File: src/rtl/mem_pkg.sv
// -----------------------------------------------------------------------------
// mem_pkg
// Shared definitions for the round-robin memory arbiter:
//   state_t   - sequencer states (IDLE, ISSUE, WAIT, RESP)
//   GNT_A/B   - grant encoding, also stored as the "last grant" bit
//   OP_WRITE/READ - value of the write_read field for each operation
// -----------------------------------------------------------------------------
package mem_pkg;

  typedef enum logic [1:0] {
    IDLE  = 2'd0,
    ISSUE = 2'd1,
    WAIT  = 2'd2,
    RESP  = 2'd3
  } state_t;

  localparam logic GNT_A    = 1'b0;
  localparam logic GNT_B    = 1'b1;

  localparam logic OP_WRITE = 1'b1;
  localparam logic OP_READ  = 1'b0;

endpackage : mem_pkg

File: src/rtl/rr_pick2.sv
// -----------------------------------------------------------------------------
// rr_pick2
// Combinational two-way round-robin picker.
// Ports:
//   req_a, req_b  in   request from port A / port B
//   last_grant    in   port granted most recently (GNT_A / GNT_B)
//   gnt_valid     out  at least one request present
//   gnt_id        out  chosen port; on a tie, the port that did not win last
// -----------------------------------------------------------------------------
module rr_pick2
  import mem_pkg::*;
(
  input  logic req_a,
  input  logic req_b,
  input  logic last_grant,
  output logic gnt_valid,
  output logic gnt_id
);

  // NOTE: every output of a combinational block gets a value on every path
  // (defaults first) so no latch can be inferred.
  always_comb begin
    gnt_valid = req_a | req_b;
    gnt_id    = GNT_A;
    if (req_a && req_b) begin
      gnt_id = ~last_grant;
    end else if (req_b) begin
      gnt_id = GNT_B;
    end
  end

endmodule : rr_pick2

File: src/rtl/mem_rr_arbiter.sv
// -----------------------------------------------------------------------------
// mem_rr_arbiter
// Two-requester round-robin arbiter and sequencer in front of a single-port
// synchronous memory. One transaction at a time: grant, one-cycle mem_valid_o
// pulse, wait for mem_ready_i (bounded by TIMEOUT), one-cycle completion pulse
// to the granted requester. All outputs are registered.
// Ports:
//   clk_i, rst_ni                 clock, async active-low reset
//   a_/b_valid_i                  request, held stable until *_ready_o
//   a_/b_write_read_i             1 = write, 0 = read
//   a_/b_addr_i, a_/b_write_data_i  address and write data
//   a_/b_ready_o                  one-cycle completion pulse
//   a_/b_read_data_o              read data, valid with *_ready_o on a read
//   a_/b_err_o                    timeout flag, valid with *_ready_o
//   mem_valid_o .. mem_write_data_o  request to the memory
//   mem_ready_i, mem_read_data_i  response from the memory
// -----------------------------------------------------------------------------
module mem_rr_arbiter
  import mem_pkg::*;
#(
  parameter int WIDTH      = 8,
  parameter int DEPTH      = 16,
  parameter int ADDR_WIDTH = $clog2(DEPTH),
  parameter int TIMEOUT    = 8
) (
  input  logic                  clk_i,
  input  logic                  rst_ni,
  // port A
  input  logic                  a_valid_i,
  input  logic                  a_write_read_i,
  input  logic [ADDR_WIDTH-1:0] a_addr_i,
  input  logic [WIDTH-1:0]      a_write_data_i,
  output logic                  a_ready_o,
  output logic [WIDTH-1:0]      a_read_data_o,
  output logic                  a_err_o,
  // port B
  input  logic                  b_valid_i,
  input  logic                  b_write_read_i,
  input  logic [ADDR_WIDTH-1:0] b_addr_i,
  input  logic [WIDTH-1:0]      b_write_data_i,
  output logic                  b_ready_o,
  output logic [WIDTH-1:0]      b_read_data_o,
  output logic                  b_err_o,
  // memory side
  output logic                  mem_valid_o,
  output logic                  mem_write_read_o,
  output logic [ADDR_WIDTH-1:0] mem_addr_o,
  output logic [WIDTH-1:0]      mem_write_data_o,
  input  logic                  mem_ready_i,
  input  logic [WIDTH-1:0]      mem_read_data_i
);

  localparam int                CNT_W    = $clog2(TIMEOUT);
  localparam logic [CNT_W-1:0]  CNT_LAST = CNT_W'(TIMEOUT - 1);

  state_t                r_state, w_state_nxt;
  logic                  r_last_grant, w_last_grant_nxt;
  logic [CNT_W-1:0]      r_cnt, w_cnt_nxt;
  logic                  r_mem_valid, w_mem_valid_nxt;
  logic                  r_mem_wr, w_mem_wr_nxt;
  logic [ADDR_WIDTH-1:0] r_mem_addr, w_mem_addr_nxt;
  logic [WIDTH-1:0]      r_mem_wdata, w_mem_wdata_nxt;
  logic                  r_a_ready, w_a_ready_nxt, r_b_ready, w_b_ready_nxt;
  logic                  r_a_err, w_a_err_nxt, r_b_err, w_b_err_nxt;
  logic [WIDTH-1:0]      r_a_rdata, w_a_rdata_nxt, r_b_rdata, w_b_rdata_nxt;

  logic                  w_gnt_valid, w_gnt_id;
  logic                  w_fire, w_fire_err;
  logic [WIDTH-1:0]      w_fire_rdata;

  rr_pick2 u_pick (
    .req_a      (a_valid_i),
    .req_b      (b_valid_i),
    .last_grant (r_last_grant),
    .gnt_valid  (w_gnt_valid),
    .gnt_id     (w_gnt_id)
  );

  // State register.
  // NOTE: sequential state is written with non-blocking assignments only, so
  // every flop samples the pre-edge value of every other flop.
  always_ff @(posedge clk_i or negedge rst_ni) begin
    if (!rst_ni) r_state <= IDLE;
    else         r_state <= w_state_nxt;
  end

  // Next-state logic.
  always_comb begin
    w_state_nxt = r_state;
    unique case (r_state)
      IDLE:  if (w_gnt_valid) w_state_nxt = ISSUE;
      ISSUE: w_state_nxt = WAIT;
      WAIT:  if (mem_ready_i || (r_cnt == CNT_LAST)) w_state_nxt = RESP;
      RESP:  w_state_nxt = IDLE;
    endcase
  end

  // Next values of the registered outputs, counter and grant history.
  always_comb begin
    w_last_grant_nxt = r_last_grant;
    w_cnt_nxt        = r_cnt;
    w_mem_valid_nxt  = r_mem_valid;
    w_mem_wr_nxt     = r_mem_wr;
    w_mem_addr_nxt   = r_mem_addr;
    w_mem_wdata_nxt  = r_mem_wdata;
    w_a_ready_nxt    = r_a_ready;
    w_a_err_nxt      = r_a_err;
    w_a_rdata_nxt    = r_a_rdata;
    w_b_ready_nxt    = r_b_ready;
    w_b_err_nxt      = r_b_err;
    w_b_rdata_nxt    = r_b_rdata;
    w_fire           = 1'b0;
    w_fire_err       = 1'b0;
    w_fire_rdata     = '0;

    unique case (r_state)
      IDLE: begin
        if (w_gnt_valid) begin
          w_last_grant_nxt = w_gnt_id;
          w_mem_valid_nxt  = 1'b1;
          if (w_gnt_id == GNT_A) begin
            w_mem_wr_nxt    = a_write_read_i;
            w_mem_addr_nxt  = a_addr_i;
            w_mem_wdata_nxt = a_write_data_i;
          end else begin
            w_mem_wr_nxt    = b_write_read_i;
            w_mem_addr_nxt  = b_addr_i;
            w_mem_wdata_nxt = b_write_data_i;
          end
        end
      end
      ISSUE: begin
        w_mem_valid_nxt = 1'b0;
        w_cnt_nxt       = '0;
      end
      WAIT: begin
        // A ready arriving on the last allowed cycle still wins over timeout.
        if (mem_ready_i) begin
          w_fire       = 1'b1;
          w_fire_rdata = (r_mem_wr == OP_READ) ? mem_read_data_i : '0;
        end else if (r_cnt == CNT_LAST) begin
          w_fire     = 1'b1;
          w_fire_err = 1'b1;
        end else begin
          w_cnt_nxt = r_cnt + CNT_W'(1);
        end
      end
      RESP: begin
        w_a_ready_nxt = 1'b0;
        w_a_err_nxt   = 1'b0;
        w_a_rdata_nxt = '0;
        w_b_ready_nxt = 1'b0;
        w_b_err_nxt   = 1'b0;
        w_b_rdata_nxt = '0;
      end
    endcase

    // r_last_grant holds the port owning the in-flight transaction.
    if (w_fire) begin
      if (r_last_grant == GNT_A) begin
        w_a_ready_nxt = 1'b1;
        w_a_err_nxt   = w_fire_err;
        w_a_rdata_nxt = w_fire_rdata;
      end else begin
        w_b_ready_nxt = 1'b1;
        w_b_err_nxt   = w_fire_err;
        w_b_rdata_nxt = w_fire_rdata;
      end
    end
  end

  always_ff @(posedge clk_i or negedge rst_ni) begin
    if (!rst_ni) begin
      r_last_grant <= GNT_B;  // A wins the first tie after reset
      r_cnt        <= '0;
      r_mem_valid  <= 1'b0;
      r_mem_wr     <= 1'b0;
      r_mem_addr   <= '0;
      r_mem_wdata  <= '0;
      r_a_ready    <= 1'b0;
      r_a_err      <= 1'b0;
      r_a_rdata    <= '0;
      r_b_ready    <= 1'b0;
      r_b_err      <= 1'b0;
      r_b_rdata    <= '0;
    end else begin
      r_last_grant <= w_last_grant_nxt;
      r_cnt        <= w_cnt_nxt;
      r_mem_valid  <= w_mem_valid_nxt;
      r_mem_wr     <= w_mem_wr_nxt;
      r_mem_addr   <= w_mem_addr_nxt;
      r_mem_wdata  <= w_mem_wdata_nxt;
      r_a_ready    <= w_a_ready_nxt;
      r_a_err      <= w_a_err_nxt;
      r_a_rdata    <= w_a_rdata_nxt;
      r_b_ready    <= w_b_ready_nxt;
      r_b_err      <= w_b_err_nxt;
      r_b_rdata    <= w_b_rdata_nxt;
    end
  end

  assign mem_valid_o      = r_mem_valid;
  assign mem_write_read_o = r_mem_wr;
  assign mem_addr_o       = r_mem_addr;
  assign mem_write_data_o = r_mem_wdata;
  assign a_ready_o        = r_a_ready;
  assign a_err_o          = r_a_err;
  assign a_read_data_o    = r_a_rdata;
  assign b_ready_o        = r_b_ready;
  assign b_err_o          = r_b_err;
  assign b_read_data_o    = r_b_rdata;

endmodule : mem_rr_arbiter

File: config.mk
export PLATFORM = sky130hd
export DESIGN_NAME = mem_rr_arbiter
export DESIGN_NICKNAME = d
export VERILOG_FILES = /design/src/rtl/mem_pkg.sv /design/src/rtl/rr_pick2.sv /design/src/rtl/mem_rr_arbiter.sv
export SDC_FILE = /design/constraint.sdc
export NUM_CORES = 1
export LEC_CHECK = 0
export ABC_AREA = 1
export CAP_MARGIN = 20
export CELL_PAD_IN_SITES_DETAIL_PLACEMENT = 1
export CELL_PAD_IN_SITES_GLOBAL_PLACEMENT = 2
export CORE_MARGIN = 5
export CORE_UTILIZATION = 37
export CTS_CLUSTER_SIZE = 20
export DETAILED_ROUTE_END_ITERATION = 12
export DONT_BUFFER_PORTS = 1
export PLACE_DENSITY = 0.83
export SLEW_MARGIN = 20
export SYNTH_ARGS = -nofsm -noshare
export SYNTH_HDL_FRONTEND = slang
export SYNTH_SLANG_ARGS = --single-unit
File: constraint.sdc
create_clock -name clk_i -period 3.13 [get_ports clk_i]
set_input_delay 0.313 -clock clk_i [delete_from_list [all_inputs] [get_ports clk_i]]
set_output_delay 0.313 -clock clk_i [all_outputs]
set_load 0.03 [all_outputs]
==> flow_summary.yaml <==
die:
  die_x_um: 88.0
  die_height_um: 88.0
  io_pins: 73
  rows: 28
  die_area_mm2: 0.00775
  design.core.area_mm2: 0.00592
  start_util_pct: 38.0
drt:
  viasPerCell: 4.79
  drc: 0
  antenna_left: 0
  routed_wl_um: 5360
  first_pass_iters: 4
  wl_per_cell_um: 14.7
  drt-initial-drc-count: 51
  via_count: 1742
global_routing:
  antenna_found_initial: 0
  grt_pass1_vias: 1853
  grt-ovfl-total: 0
  grt_pass1_wl_um: 8950
  grtUsageTotal_pct: 14.8
  grt_max_degree: 41
logic_synthesis:
  synth_ff_type: "dfrtp_1"
  yosysSeqAreaShare_pct: 44.5
  postSynthAreaPerCell_um2: 7.77
  yosysUniqueCellTypes: 21
  ys_seq_elements: 40
  ys_warn_count: 0
  async_flop_share_pct: 100
  yosys.area.top_type: "dfrtp_1"
  synth_edf_count: 0
  synth_area_mm2: 0.00225
  syn_nets: 336
  synthCells: 290
  synth_area_leaders: "dfrtp_1 (43%), nand2_1 (15%), inv_1 (9.0%)"
  synth_top_area_share_pct: 43.3
clocking:
  root_buffer: "clkbuf_8"
  ctsHtreeMaxLevel: 2
  post_cts_resized: 0
  hold_buffers: 2
  numCtsBuffers: 5
  cts.sinks: 40
  path_clk_slew_ps: 80
  post_cts.repair.setup_buffers: 0
  clk_path_buf_depth: 2
  insertion_delay_ps: 290
  cts_tree: "yes"
hold_path:
  worstHoldStart: "mem_read_data_i[6]"
  hold_path_class: "input pin to flop"
  min_to: "b_read_data_o[6]"
  whs_path_depth: 2
run:
  maxCapViolCount: 0
critical_path:
  end_kind: "flop"
  cp_slowest_cell: "dfstp_2"
  r2r_cells: 5
  path_cells: "nand2_2 -> nand2_4 -> nand2_1 -> nand3_1 -> nand2_1"
  cp_top_family: "simple AND/OR/NAND/NOR gates"
  arrival_ps: 1730
  cp_common_cell: "nand2_1"
  critPathBufInv: 0
  rr_endpoint: "mem_addr_o[0]"
  r2r_start: "r_last_grant"
  critPathLaunchType: "flop"
  cp.required_ps: 3310
  rrSetupSlack_ps: 1580
  crit_type: "flop to flop"
  cp_max_fo: 14
  max_stage_delay_ps: 700
pwr:
  leakage_uw: 0.00134
  ir_drop_mv: 0.371
  powerDensity_mw_per_mm2: 1000
sta:
  setup_viol: 0
  fin_skew_ps: 6.31
  hold_viol: 0
  layout_min_cycle_time_ps: 1550
  rsz0062_at_grt: "no"
  tightest_slew_ps: 726
  maxSlewHeadroom_pct: 51.6
  setup_tns_ps: 0
  fmax_mhz: 647
  slew_viol_final: 0
  fin_crit_sh_pct: 49.4
run_status:
  status: "completed"
cells_and_area:
  diodes: 0
  finalNetCount: 334
  drive_above_1_share_pct: 13.8
  syn_to_final_growth_pct: 5.17
  layout.cells.non_filler: 364
place:
  dp.cells: 354
  dpl.hpwl_um: 3880
  io_buffers: 0
  place_congestion: 0.705
==> metrics by stage <==
stage                     power (uW)  setup WS (ps)  hold slack [ps]  cell area, um2  utilization [%]
after floorplan                 1890           1830             17.4            2250                -
after global placement          2020           1560             18.4            2250             37.9
after detailed placement        2040           1550             18.4            2250             37.9
after CTS                       2430           1540              148            2370             40.0
after global routing            2590           1410              152            2370             40.0
final                           2370           1580              161            2370             40.0
==> cell type report <==
cell class | count | area, um2
fill | 752 | 3550
sequential | 40 | 1000
multi-input combinational | 183 | 940
inverter | 56 | 210
tap | 75 | 93.8
clock buffer | 6 | 82.6
timing repair buffer | 2 | 30.0
clock inverter | 2 | 10.0
==> layout by cell type (no fill, tap or decap), drive strengths merged <==
| master | n |
|---|---|
| dlygate4sd3 | 1 |
| ha | 7 |
| nand3 | 50 |
| dfrtp | 39 |
| dfstp | 1 |
| nand2 | 100 |
| nor2 | 21 |
| clkinv | 2 |
| nand4 | 2 |
| o21ai | 2 |
| inv | 56 |
| buf | 1 |
| clkbuf | 6 |
| or2 | 1 |
==> cells in the mapped netlist, types with 4 or more instances <==
cell type	number
nand3_2	11
inv_1	54
buf_6	4
dfrtp_1	39
buf_2	4
nand2_1	88
nor2_1	18
nand3_1	39
nand2_2	11
ha_1	7
==> flip-flops by register name, indices dropped and copies added, names as in the netlist <==
| signal | cells |
|---|---|
| a_err_o | 1 |
| a_ready_o | 1 |
| a_read_data_o | 8 |
| mem_write_data_o | 8 |
| b_err_o | 1 |
| r_last_grant | 1 |
| mem_valid_o | 1 |
| r_state | 2 |
| b_read_data_o | 8 |
| mem_addr_o | 4 |
| r_cnt | 3 |
| mem_write_read_o | 1 |
| b_ready_o | 1 |
==> kinds of logic (layout without fill, tap and decap cells) <==
family | count (synthesis) | count (layout) | share of synthesized area [%]
AND/OR/NAND/NOR | 174 | 174 | 36.9
buffers and inverters | 67 | 66 | 13.8
AO/OA/AOI/OAI | 2 | 2 | 0.944
flip-flops | 40 | 40 | 44.5
adder cells (fa/ha/maj) | 7 | 7 | 3.89
==> metal layers <==
metal	GRT usage [%]	share of wire [%]
met4	3.30	0.56
met2	25.3	50
met1	17.7	41
met5	0	0
met3	5.83	8.4
==> how the worst max path moves through the flow <==
stage                             to  slack, ps  depth (start not counted)         start
floorplan                 r_state[0]       1830                          6    r_state[0]
global placement       mem_addr_o[1]       1560                          5  r_last_grant
detailed placement     mem_addr_o[0]       1550                          5  r_last_grant
CTS                    mem_addr_o[0]       1540                          5  r_last_grant
global route        b_read_data_o[0]       1410                          6    r_state[0]
finish                 mem_addr_o[0]       1580                          5  r_last_grant
==> power breakdown <==
part           leakage, uW  switching [uW]  internal (uW)
combinational     0.000770             466            245
sequential        0.000517             568            738
clock            0.0000510             177            176
total              0.00134            1210           1160
(Power assumes the default switching activity.)
